==> config.mk <==
export PLATFORM = sky130hd
export DESIGN_NAME = mmio_timer
export DESIGN_NICKNAME = d
export VERILOG_FILES = /design/src/rtl/mmio_timer.sv
export SDC_FILE = /design/constraint.sdc
export NUM_CORES = 1
export LEC_CHECK = 0
export CAP_MARGIN = 5
export CELL_PAD_IN_SITES_DETAIL_PLACEMENT = 1
export CELL_PAD_IN_SITES_GLOBAL_PLACEMENT = 1
export CORE_UTILIZATION = 41
export CTS_CLUSTER_DIAMETER = 120
export DETAILED_ROUTE_END_ITERATION = 12
export GPL_TIMING_DRIVEN = 0
export PLACE_DENSITY_LB_ADDON = 0.1
export RECOVER_POWER = 50
export SLEW_MARGIN = 0
export SYNTH_ARGS = -nofsm -noshare
export SYNTH_HDL_FRONTEND = slang
export SYNTH_SLANG_ARGS = --single-unit
==> constraint.sdc <==
create_clock -name clk -period 3.7 [get_ports clk]
set_input_delay 0.925 -clock clk [delete_from_list [all_inputs] [get_ports clk]]
set_output_delay 0.925 -clock clk [all_outputs]
set_load 0.005 [all_outputs]
==> src/rtl/mmio_timer.sv <==
// Memory-mapped prescaled countdown timer with sticky expiry flag.
// Optional interrupt output enabled by defining MMIO_TIMER_IRQ_EN.
module mmio_timer #(
  parameter int unsigned data_width = 16,
  parameter logic [8:0]  base_addr  = 9'h180,
  parameter logic [1:0]  MWRITE     = 2'b01,
  parameter logic [1:0]  MREAD      = 2'b11
) (
  input  logic                  clk,
  input  logic                  reset,
  input  logic [1:0]            mem_cmd,
  input  logic [8:0]            mem_addr,
  input  logic [data_width-1:0] wdata,
  output logic [data_width-1:0] rdata,
  output logic                  rd_hit,
  output logic                  irq
);

  localparam logic [data_width-1:0] one_c = {{(data_width-1){1'b0}}, 1'b1};

  logic [data_width-1:0] load_q, load_d;
  logic [data_width-1:0] count_q, count_d;
  logic [7:0]            presc_q, presc_d;
  logic [7:0]            pcnt_q, pcnt_d;
  logic                  en_q, en_d;
  logic                  periodic_q, periodic_d;
  logic                  expired_q, expired_d;
  logic                  irq_en_s;
  logic                  hit_s;
  logic                  wr_s;
  logic                  tick_s;
  logic                  expire_s;
  logic                  unused_s;

`ifdef MMIO_TIMER_IRQ_EN
  logic irq_en_q, irq_en_d;

  assign irq_en_s = irq_en_q;
  assign irq      = expired_q & irq_en_q;
  assign unused_s = ^wdata[7:3];

  // Interrupt-enable register.
  always_ff @(posedge clk) begin
    if (!reset) begin
      irq_en_q <= 1'b0;
    end else begin
      irq_en_q <= irq_en_d;
    end
  end

  // IRQ_EN follows any CTRL write.
  always_comb begin
    irq_en_d = irq_en_q;
    if (wr_s && (mem_addr[1:0] == 2'd1)) begin
      irq_en_d = wdata[2];
    end else begin
      irq_en_d = irq_en_q;
    end
  end
`else
  assign irq_en_s = 1'b0;
  assign irq      = 1'b0;
  assign unused_s = ^wdata[7:2];
`endif

  assign hit_s    = (mem_addr[8:2] == base_addr[8:2]);
  assign rd_hit   = (mem_cmd == MREAD) && hit_s;
  assign wr_s     = (mem_cmd == MWRITE) && hit_s;
  assign tick_s   = en_q && (pcnt_q == presc_q);
  assign expire_s = tick_s && (count_q <= one_c);

  // Timer state registers.
  always_ff @(posedge clk) begin
    if (!reset) begin
      load_q     <= '0;
      count_q    <= '0;
      presc_q    <= 8'd0;
      pcnt_q     <= 8'd0;
      en_q       <= 1'b0;
      periodic_q <= 1'b0;
      expired_q  <= 1'b0;
    end else begin
      load_q     <= load_d;
      count_q    <= count_d;
      presc_q    <= presc_d;
      pcnt_q     <= pcnt_d;
      en_q       <= en_d;
      periodic_q <= periodic_d;
      expired_q  <= expired_d;
    end
  end

  // Countdown first, then bus writes override EN/COUNT on the same edge.
  always_comb begin
    load_d     = load_q;
    count_d    = count_q;
    presc_d    = presc_q;
    pcnt_d     = pcnt_q;
    en_d       = en_q;
    periodic_d = periodic_q;
    expired_d  = expired_q;

    if (tick_s) begin
      pcnt_d = 8'd0;
    end else if (en_q) begin
      pcnt_d = pcnt_q + 8'd1;
    end else begin
      pcnt_d = pcnt_q;
    end

    if (tick_s && !expire_s) begin
      count_d = count_q - one_c;
    end else if (expire_s) begin
      expired_d = 1'b1;
      if (periodic_q) begin
        count_d = load_q;
      end else begin
        count_d = '0;
        en_d    = 1'b0;
      end
    end else begin
      count_d = count_q;
    end

    if (wr_s) begin
      case (mem_addr[1:0])
        2'd0: load_d = wdata;
        2'd1: begin
          periodic_d = wdata[1];
          presc_d    = wdata[15:8];
          if (wdata[0] && !en_q) begin
            en_d    = 1'b1;
            count_d = load_q;
            pcnt_d  = 8'd0;
          end else if (wdata[0]) begin
            en_d = 1'b1;
            if (wdata[15:8] != presc_q) begin
              pcnt_d = 8'd0;
            end else begin
              pcnt_d = pcnt_d;
            end
          end else begin
            en_d    = 1'b0;
            count_d = count_q;
          end
        end
        2'd2: count_d = count_d;
        2'd3: begin
          if (wdata[0] && !expire_s) begin
            expired_d = 1'b0;
          end else begin
            expired_d = expired_d;
          end
        end
        default: load_d = load_q;
      endcase
    end else begin
      load_d = load_q;
    end
  end

  // Read mux; zero outside a read hit.
  always_comb begin
    rdata = '0;
    if (rd_hit) begin
      case (mem_addr[1:0])
        2'd0: rdata = load_q;
        2'd1: begin
          rdata[0]    = en_q;
          rdata[1]    = periodic_q;
          rdata[2]    = irq_en_s;
          rdata[15:8] = presc_q;
        end
        2'd2: rdata = count_q;
        2'd3: begin
          rdata[0] = expired_q;
          rdata[1] = en_q;
        end
        default: rdata = '0;
      endcase
    end else begin
      rdata = '0;
    end
  end

endmodule
==> results.md <==
| Item | Value | Unit |
| --- | --- | --- |
| Leakage dissipation | 1.45 | nW |
| Final setup violation count | 0 | - |
| Number of endpoints with negative hold slack in the final report | 0 | - |
| Signed area change from the synthesized netlist to the final layout | 24.5 | % |
| Quantity of I/O buffers inserted on ports | 44 | - |
| Average wire length per cell after detail routing | 20.7 | microns |
| Number of max-slew violations in the final report | 0 | - |
| Overall overflow remaining after global route | 0 | - |
| Worst endpoint data arrival time | 2.74 | ns |
| Worst-skew pair later-pin latency | 0.31 | ns |
| Sinks on Clock Net | 51 | - |
| Post-Synthesis Net Count | 433 | - |
| Clock transition at the register clock pins on the worst setup and hold paths after CTS | 0.10 | ns |
| Number of CTS-inserted buffers | 5 | - |
| Highest-count cells in the layout ignoring fill and taps | 52 x sky130_fd_sc_hd__nor2_1, 51 x sky130_fd_sc_hd__dfxtp_1, 39 x sky130_fd_sc_hd__clkdlybuf4s50_1 | - |
| Setup CP Type | in2out | - |
| Fraction of final layout cells sized beyond drive strength 1 | 0.0877 | - |
| Wire length of the first global-routing pass | 18300 | microns |
| First-pass iteration count of the detailed router | 5 | - |
| Final worst setup slack | 0.0340 | ns |
| EDFF count, synth | 0 | - |
| Routed vias | 3408 | - |
| Netlist cell types | 62 | - |
| Synthesized area per cell | 8.04 | sq um |
| Synthesized flop and latch total | 51 | - |
| Final standard cell area without fillers | 4010 | sq um |
| Number of nets in the layout | 488 | - |
| Cell internal power dissipation | 0.792 | mW |
| Post-place setup slack | -0.869 | ns |
| Placement row count | 31 | - |
| Die W | 90.7 | microns |
| IO Count | 47 | - |
| Proportion of power drawn by flip-flops and latches | 0.527 | - |
| Routability-driven placement congestion ratio | 0.933 | - |
| Sw Pwr | 0.249 | mW |
| Post-detailed-placement half-perimeter wirelength | 8340 | microns |
| Worst relative slew slack | 0.375 | - |
| Worst supply voltage drop on vdd | 149 | uV |
| Switching part of the total | 0.239 | - |
| Comb power frac | 0.085 | - |
| Final antenna diode count | 0 | - |
| Warning count from the yosys run | 0 | - |
| Via count of the first global-routing pass | 3433 | - |
| Synthesized cell area | 3220 | sq um |
| Required time of the critical path | 2.77 | ns |
| Total die area | 8220 | sq um |
| Clock period minus final worst setup slack | 3.67 | ns |
| Overall routed net length | 11500 | microns |
| Clock Root Buffer | sky130_fd_sc_hd__clkbuf_8 | - |
| Type of element launching the critical path | input pin | - |
| Share of power burned in the clock network | 0.388 | - |
| Max-capacitance violation count | 0 | - |
| Final period util | 0.991 | - |
| CORE AREA | 7410 | sq um |
| RSZ-0062 raised after global routing | true | - |
| Power per unit of standard cell area | 259 | nW/um^2 |
| Flip-flop cell with the highest count after synthesis | sky130_fd_sc_hd__dfxtp_1 | - |
| Post-route DRC | 0 | - |
| Register area share after synthesis | 0.317 | - |
| Critical path capture point type | output pin | - |
| Number of cells produced by synthesis | 401 | - |
| Count of hold-fix buffers inserted at cts | 0 | - |
| Level count of the clock H-tree | 2 | - |
| Final Skew | 0.00576 | ns |
| CTS tree | yes | - |
| Filler cell count in the final layout | 903 | - |
| Area after DPL | 3790 | sq um |
| Tightest Hold Check Type | reg2reg | - |
| Overall fraction of global-route tracks in use | 0.285 | - |
| Mean number of vias per cell | 6.14 | - |
| Run status | completed | - |
| Initial DRC Count | 220 | - |
| Highest achievable clock rate | 0.273 | GHz |
| Antenna violations before repair | 0 | - |
| Largest buffer count on any clock path | 2 | - |
| Maximum net fanout on the critical path | 10 | - |
| Proportion of register bits with asynchronous set or reset after synthesis | 0 | - |
| Most common cell after layout, fill and taps aside | sky130_fd_sc_hd__nor2_1 | - |
| Effective utilization at floorplan | 0.435 | - |
| Chip height | 90.7 | microns |
| Transition time of the tightest slew-check pin | 0.935 | ns |
| Pin count of the biggest net entering global routing | 16 | - |
| Antenna viol nets, final | 0 | - |
-- through the flow --
step                      cells  utilization  setup TNS [ns]  total power [mW]  hold WS [ns]
after CTS                   555        0.538         -0.0108              1.04         0.494
final                       555        0.542               0              1.04         0.502
after floorplan             401            -               0             0.595         0.447
after detailed placement    544        0.511          -12.82             0.642         0.477
after global routing        555        0.542         -0.0744              1.07         0.537
after global placement      544        0.511          -10.79             0.641         0.466
-- state kept, by name, summed over array words and instances (netlist names) --
signal / flops
count_q: 16
presc_q: 8
load_q: 16
pcnt_q: 8
periodic_q: 1
en_q: 1
expired_q: 1
-- critical path: stages --
cell and delay, ns:
sky130_fd_sc_hd__clkdlybuf4s50_1 0.51, sky130_fd_sc_hd__buf_8 0.19, sky130_fd_sc_hd__mux4_2 0.53, sky130_fd_sc_hd__nor2b_1 0.15, sky130_fd_sc_hd__clkdlybuf4s50_1 0.44
-- power by group through the flow --
| stage | Clock (mW) | Sequential (mW) | Combinational (mW) |
|---|---|---|---|
| floorplan | 0 | 0.561 | 0.0336 |
| global placement | 0 | 0.562 | 0.0790 |
| detailed placement | 0 | 0.562 | 0.0803 |
| CTS | 0.406 | 0.549 | 0.0864 |
| global route | 0.431 | 0.549 | 0.0948 |
| finish | 0.403 | 0.549 | 0.0887 |
-- metal layers --
layer  wire length, microns  vias to the layer above  track usage
met5                      0                        -            0
met4                    239                        0       0.0954
met3                    712                       21       0.0396
met2                   5250                      153        0.450
met1                   5280                     1654        0.396
li1                       -                     1580            -
-- timing repair --
item | 4_1_cts | 5_1_grt
pin swaps | 2 | 1
setup buffers | 4 | 0
setup endpoints to repair | 17 | 20
gates resized for setup | 18 | 10
-- layout make-up --
cell class / count / area, sq um / share of cell area
buffer: 32 / 188 / 0.0468
clock buffer: 5 / 68.8 / 0.0171
clock inverter: 2 / 37.5 / 0.00935
inverter: 5 / 18.8 / 0.00468
multi-input combinational: 313 / 2080 / 0.518
sequential: 51 / 1020 / 0.254
tap: 99 / 124 / 0.0309
timing repair buffer: 48 / 477 / 0.119
-- cells in the mapped netlist (all sizes together) (8+ instances only) --
| master | instances | share of area |
|---|---|---|
| buf | 8 | 0.017 |
| nor3 | 16 | 0.026 |
| nand2 | 33 | 0.038 |
| nand4 | 8 | 0.016 |
| xnor2 | 9 | 0.024 |
| o21ai | 14 | 0.022 |
| nor4 | 10 | 0.026 |
| nand3 | 9 | 0.014 |
| clkbuf | 24 | 0.028 |
| xor2 | 15 | 0.041 |
| mux2i | 31 | 0.096 |
| nor2 | 52 | 0.061 |
| a21oi | 34 | 0.053 |
| dfxtp | 51 | 0.32 |
-- path summary, 6_finish.rpt --
kind,from,endpoint,slack [ns],cells past startpoint
max,mem_addr[0],rdata[1],0.03,5
max reg2reg,count_q[1],count_q[11],0.48,8
min,load_q[8],count_q[8],0.50,2
min reg2reg,load_q[8],count_q[8],0.50,2
-- kinds of logic (layout without fill, tap and decap cells) --
| family | count (synthesis) | count (layout) | synth area share |
|---|---|---|---|
| xor gates and xnor gates | 24 | 24 | 0.0652 |
| DFF | 51 | 51 | 0.317 |
| buffers and inverters | 37 | 92 | 0.0505 |
| and+or+nand+nor | 158 | 158 | 0.255 |
| adders and majority gates | 3 | 3 | 0.0116 |
| other | 1 | 1 | 0.00116 |
| AOI/OAI and AO/OA | 94 | 94 | 0.189 |
| muxes | 33 | 33 | 0.110 |
No activity file was read; power rests on OpenSTA's default activity.
